--- src/rtl/apb_csr_ctrl_mp.sv ---
// rtl/apb_csr_ctrl_mp.sv - APB CSR front end for the ALU: operand/opcode storage, FIFO_IN command push, FIFO_OUT result pop
module apb_csr_ctrl_mp #(
  parameter int NUM_OPERANDS   = 2,
  parameter int DATA_WIDTH     = 16,
  parameter int OPERATION_SIZE = 2,
  parameter logic [2**OPERATION_SIZE-1:0] OP_VALID_MASK = 4'b0110,
  parameter int FIFO_OUT_WIDTH = 32,
  parameter int APB_BUS_SIZE   = 32,
  parameter int READ_LATENCY   = 1,
  parameter int ERR_CNT_WIDTH  = 8,
  parameter int ADDR_WIDTH     = $clog2(NUM_OPERANDS + 3)
) (
  input  logic                                          clk,
  input  logic                                          rst_n,
  input  logic                                          psel,
  input  logic                                          penable,
  input  logic                                          pwrite,
  input  logic [ADDR_WIDTH-1:0]                         paddr,
  input  logic [APB_BUS_SIZE-1:0]                       pwdata,
  output logic [APB_BUS_SIZE-1:0]                       prdata,
  output logic                                          pready,
  output logic                                          pslverr,
  input  logic                                          fifo_in_full,
  output logic                                          fifo_in_wen,
  output logic [OPERATION_SIZE+NUM_OPERANDS*DATA_WIDTH-1:0] fifo_in_wdata,
  input  logic                                          fifo_out_empty,
  output logic                                          fifo_out_ren,
  input  logic [FIFO_OUT_WIDTH-1:0]                     fifo_out_rdata
);

  typedef enum logic [1:0] {IDLE, ACCESS, WAIT} state_t;

  localparam int CMD_W = OPERATION_SIZE + NUM_OPERANDS * DATA_WIDTH;
  localparam int CNT_W = $clog2(READ_LATENCY + 1);
  localparam logic [ADDR_WIDTH-1:0] ADDR_RESULT = ADDR_WIDTH'(NUM_OPERANDS + 1);
  localparam logic [ADDR_WIDTH-1:0] ADDR_STATUS = ADDR_WIDTH'(NUM_OPERANDS + 2);

  state_t state, state_nxt;
  logic [CNT_W-1:0]          wait_cnt;
  logic [OPERATION_SIZE-1:0] op;
  logic [DATA_WIDTH-1:0]     opnd [NUM_OPERANDS];
  logic [ERR_CNT_WIDTH-1:0]  err_cnt;

  logic                      is_ctrl, is_result, is_status, bad_addr, xfer_err;
  logic [OPERATION_SIZE-1:0] wr_op;
  logic                      wr_start, wr_clr;
  logic [APB_BUS_SIZE-1:0]   rd_val;
  logic                      pwdata_unused;

  // Only the low operand/control bits of a write carry meaning.
  assign pwdata_unused = ^pwdata;

  assign is_ctrl   = (paddr == '0);
  assign is_result = (paddr == ADDR_RESULT);
  assign is_status = (paddr == ADDR_STATUS);
  assign bad_addr  = (paddr > ADDR_STATUS);
  assign wr_op     = pwdata[OPERATION_SIZE-1:0];
  assign wr_start  = pwdata[OPERATION_SIZE];
  assign wr_clr    = pwdata[OPERATION_SIZE+1];

  assign xfer_err = bad_addr
                  | (pwrite & (is_result | is_status))
                  | (!pwrite & is_result & fifo_out_empty)
                  | (pwrite & is_ctrl & (!OP_VALID_MASK[wr_op] | (wr_start & fifo_in_full)));

  always_comb begin
    rd_val = '0;
    if (is_ctrl) rd_val[OPERATION_SIZE-1:0] = op;
    for (int i = 0; i < NUM_OPERANDS; i++)
      if (paddr == ADDR_WIDTH'(i + 1)) rd_val[DATA_WIDTH-1:0] = opnd[i];
    if (is_status) begin
      rd_val[0] = fifo_out_empty;
      rd_val[1] = fifo_in_full;
      rd_val[ERR_CNT_WIDTH+1:2] = err_cnt;
    end
  end

  always_comb begin
    state_nxt    = state;
    pready       = 1'b0;
    pslverr      = 1'b0;
    prdata       = '0;
    fifo_out_ren = 1'b0;
    case (state)
      IDLE: if (psel && penable) state_nxt = ACCESS;
      ACCESS: begin
        state_nxt = IDLE;
        if (xfer_err) begin
          pready  = 1'b1;
          pslverr = 1'b1;
        end else if (!pwrite && is_result) begin
          fifo_out_ren = 1'b1;
          state_nxt    = WAIT;
        end else begin
          pready = 1'b1;
          if (!pwrite) prdata = rd_val;
        end
      end
      WAIT: begin
        // Dropping the bus mid-wait abandons the read; the pop already happened.
        if (!(psel && penable)) begin
          state_nxt = IDLE;
        end else if (wait_cnt == CNT_W'(READ_LATENCY)) begin
          pready = 1'b1;
          prdata[FIFO_OUT_WIDTH-1:0] = fifo_out_rdata;
          state_nxt = IDLE;
        end
      end
      default: state_nxt = IDLE;
    endcase
  end

  always_ff @(posedge clk) begin
    if (!rst_n) begin
      state         <= IDLE;
      wait_cnt      <= '0;
      op            <= '0;
      err_cnt       <= '0;
      fifo_in_wen   <= 1'b0;
      fifo_in_wdata <= '0;
      for (int i = 0; i < NUM_OPERANDS; i++) opnd[i] <= '0;
    end else begin
      state       <= state_nxt;
      fifo_in_wen <= 1'b0;
      if (state == ACCESS)    wait_cnt <= CNT_W'(1);
      else if (state == WAIT) wait_cnt <= wait_cnt + CNT_W'(1);
      if (state == ACCESS) begin
        if (xfer_err) begin
          if (err_cnt != '1) err_cnt <= err_cnt + ERR_CNT_WIDTH'(1);
        end else if (pwrite) begin
          if (is_ctrl) begin
            op <= wr_op;
            if (wr_clr) err_cnt <= '0;
            if (wr_start) begin
              fifo_in_wen <= 1'b1;
              fifo_in_wdata[CMD_W-1 -: OPERATION_SIZE] <= wr_op;
              for (int i = 0; i < NUM_OPERANDS; i++)
                fifo_in_wdata[i*DATA_WIDTH +: DATA_WIDTH] <= opnd[i];
            end
          end
          for (int i = 0; i < NUM_OPERANDS; i++)
            if (paddr == ADDR_WIDTH'(i + 1)) opnd[i] <= pwdata[DATA_WIDTH-1:0];
        end
      end
    end
  end

endmodule

--- config.mk ---
export PLATFORM = sky130hd
export DESIGN_NAME = apb_csr_ctrl_mp
export DESIGN_NICKNAME = d
export VERILOG_FILES = /design/src/rtl/apb_csr_ctrl_mp.sv
export SDC_FILE = /design/constraint.sdc
export NUM_CORES = 1
export LEC_CHECK = 0
export CORE_UTILIZATION = 44
export DETAILED_ROUTE_END_ITERATION = 8
export HOLD_SLACK_MARGIN = 0.12
export PLACE_DENSITY = 0.84
export SLEW_MARGIN = 30
export SYNTH_ARGS = -nofsm -noshare
export SYNTH_HDL_FRONTEND = slang
export SYNTH_SLANG_ARGS = --single-unit
--- constraint.sdc ---
create_clock -name clk -period 4 [get_ports clk]
set_input_delay 0.8 -clock clk [delete_from_list [all_inputs] [get_ports clk]]
set_output_delay 0.8 -clock clk [all_outputs]
set_load 0.01 [all_outputs]
==> run summary <==
The number of nets in the synthesized netlist is 487. The logs give 0 for the overall overflow remaining after global route and 7600 µm for the HPWL after detailed placement. The post-synthesis area per instance was 9.19 µm².

The layout cell share with drive strength beyond 1 works out to 0.0776. The clock sink total was 80. Sorting the synthesized cells by area gives the leading types as dfxtp_1, edfxtp_1, a21oi_1, nand2_1, and2_1.

At the placement stage, the worst setup path has a slack of 0.186 ns. Clock-pin slew on the worst setup and hold paths: 0.08 ns. For the arrival time of the worst setup path, the log shows 3.04 ns. Among all flip-flop cells after synthesis, the most frequent one is dfxtp_1. During synthesis, Yosys emitted a total of 0 warnings.

Dividing the detail-routed wire length by the instance count gives 16.1 µm. The tools report the number of distinct library cells after synthesis as 40. Of all nets on the critical path, the largest fanout is 7. The clock passes through at most 2 buffers. The filler cell count was 708; the number of enable flip-flop cells after synthesis was 32. After detailed routing, the total wire length is 10400 µm.

The tools report the cell area after placement as 5140 µm². Vertical extent of the die: 94.4 µm. Fraction of registers with async set/reset: 0. For the initial standard-cell utilization of the core, the log shows 0.455. Setup repair after global routing left no endpoint under its margin. Hold-fix buffer count after cts: 0. The first TritonRoute pass finished after 6 iterations.

The width of the die is 94.4 µm. The layout-stage area growth over the synthesis result works out to 41.8%. For this block, the initial DRC count from the detailed router was 254. Across the routed clock network, the largest skew measured is 0.0116 ns. The final hold violation count is 0, and the post-route minimum period is 3.84 ns. IR analysis of the VDD net gives a maximum drop of 0.202 mV. The tools report the number of buffers inserted to repair setup after CTS as 0. The tools report the total global routing track utilization as 0.239. The floorplan step defined a die boundary enclosing 8920 µm². Final setup TNS: 0 ns. Setup violations remaining at the end of the flow were counted as 0.

Count of unresolved DRC violations after routing: 0. The min-delay analysis places its worst path in the category reg2reg. After synthesis the cells add up to 3760 µm². The data required time of the critical path was 3.20 ns.

The final cycle utilization of the critical path was 0.960. The first global-routing pass estimated 16300 µm of wire. The critical path start-end classification was in2out. Dividing total power by cell area gives a power density of 298 nW/µm².

The number of port buffers works out to 127. The net count of the finished layout is 614. The run gives 0 as the number of inserted diodes. The flow ran to the end, and the final reports show no timing, DRC or antenna violations. For the routability-driven placement congestion ratio, the log shows 0.869.

The number of gates resized after CTS was 0. Once routing completed, OpenROAD measured the worst setup slack at 0.161 ns. The actual transition at the worst max-transition pin works out to 0.787 ns. The run gives 0 as the max-cap violation count. The H-tree generated during clock tree synthesis spans 3 levels.

In this run the remaining antenna-violating nets after routing total 0. The max-slew violation count is 0, and the number of global-route vias before repair is 3447. STA classifies the critical path endpoint as a primary output.

TritonCTS built the clock tree. The cell at the root of the clock tree is clkbuf_8. The final instance area came out at 5330 µm².

Total power for the finished layout comes to 1.59 mW. Fraction of synthesized cell area taken by the top area cell type: 0.256. The I/O pin count is 144, and the later-pin clock latency in the skew report is 0.36 ns. The worst-case headroom to the max-slew limit came out at 0.474.

Entering global routing, the biggest net connects 39 pins. Summed over all instances, the cell type with the most area after synthesis is dfxtp_1. The timing-limited maximum frequency came out at 0.260 GHz. Dividing the detail-routed via count by the number of cells gives 5.56.

In this run the static leakage power is 1.85 nW. Summing over every cut layer, the via total after detailed routing is 3590. The tools report the register area share after synthesis as 0.511. For the initial antenna violation count, the log shows 0.

The logs give 9 for the number of clock buffers inserted by TritonCTS and 8260 µm² for the total core area. STA classifies the critical path startpoint as an input pin. Synthesis produced a netlist whose cell count is 409.

The placement row count was 33; the number of register bits inferred by synthesis was 80.
## final timing paths
| path | startpoint | end | slack [ns] | depth (start not counted) |
|---|---|---|---|---|
| max reg2reg | state[1] | fifo_in_wdata[4] | 1.83 | 8 |
| max | paddr[1] | prdata[12] | 0.16 | 7 |
| min | fifo_in_wdata[1] | fifo_in_wdata[1] | 0.46 | 2 |
| min reg2reg | fifo_in_wdata[1] | fifo_in_wdata[1] | 0.46 | 2 |
## report_power, final
part / switching [mW] / leakage (nW) / internal, mW
clock: 0.322 / 0.0927 / 0.238
combinational: 0.0763 / 1.04 / 0.0812
sequential: 0.0110 / 0.718 / 0.861
## final cells by class
type	instances	area (µm²)	area share
Sequential cell	80	1920	0.360
Multi-Input combinational cell	292	1660	0.310
Timing Repair Buffer	145	1410	0.264
Tap cell	105	131	0.0246
Clock buffer	9	124	0.0232
Clock inverter	7	62.6	0.0117
Inverter	8	30.0	0.00563
## through the flow
| step | utilization | hold WS [ns] | std cells |
|---|---|---|---|
| floorplan | - | 0.460 | 409 |
| global placement | 0.623 | 0.443 | 630 |
| detailed placement | 0.623 | 0.446 | 630 |
| CTS | 0.646 | 0.458 | 646 |
| global route | 0.646 | 0.486 | 646 |
| finish | 0.646 | 0.456 | 646 |
## kinds of logic (layout without fill, tap and decap cells)
kind of cell               Yosys count  after routing  share of synthesized area
adders and majority gates            4              4                     0.0133
xor gates and xnor gates             1              1                    0.00233
and+or+nand+nor                    169            169                      0.216
DFF                                 80             80                      0.511
buffers and inverters               37            169                     0.0509
muxes                                4              4                     0.0107
AOI/OAI and AO/OA                  114            114                      0.195
## state kept, by name, indices dropped and copies added (netlist names)
| signal | flops |
|---|---|
| wait_cnt | 1 |
| opnd | 32 |
| err_cnt | 8 |
| state | 2 |
| fifo_in_wen | 1 |
| fifo_in_wdata | 34 |
| op | 2 |
## cell usage in the layout, fill, tap and decap left out, drive strengths merged
cell	count
clkdlybuf4s50	127
nand2	56
a21oi	56
dfxtp	48
nand3	40
and2	33
edfxtp	32
nor2	22
buf	18
o21ai	15
a22o	13
inv	12
a22oi	9
clkbuf	9
nor3	7
nor2b	5
o2bb2ai	5
mux2i	4
ha	4
and3	3
a2bb2oi	3
o22ai	2
a21o	2
clkinv	2
o41ai	2
o21bai	1
a211oi	1
xor2	1
and4b	1
a32oi	1
a31o	1
o21a	1
or4	1
or2	1
o211ai	1
a31oi	1
clkinvlp	1
## critical path, stage by stage
cell             delay, ns
clkdlybuf4s50_1       0.55
buf_4                 0.23
a21oi_1               0.10
o21ai_0               0.12
nor2_1                0.49
a22o_1                0.22
clkdlybuf4s50_1       0.54
## synth_stat cells (2+ instances only)
cell / n
nor2_1: 22
a21o_1: 2
nor2b_1: 5
a2bb2oi_1: 3
inv_1: 8
a21oi_1: 55
o21ai_0: 15
a22oi_1: 9
edfxtp_1: 32
ha_1: 4
mux2i_1: 4
nand3_1: 40
dfxtp_1: 48
buf_4: 6
and2_1: 33
buf_2: 5
nand2_1: 56
nor3_1: 6
a22o_1: 13
and3_1: 3
o41ai_1: 2
buf_6: 3
clkbuf_1: 13
o22ai_1: 2
o2bb2ai_1: 5
## per-layer routing
metal  wire length, µm  part of all wire  GRT usage  vias to the layer above
li1                  -                 -          -                     1709
met1              4190              0.40      0.298                     1688
met2              5270              0.51      0.414                      176
met3               709             0.068     0.0354                       17
met4               207             0.020     0.0936                        0
met5                 0                 0          0                        -
(Power assumes the default switching activity.)
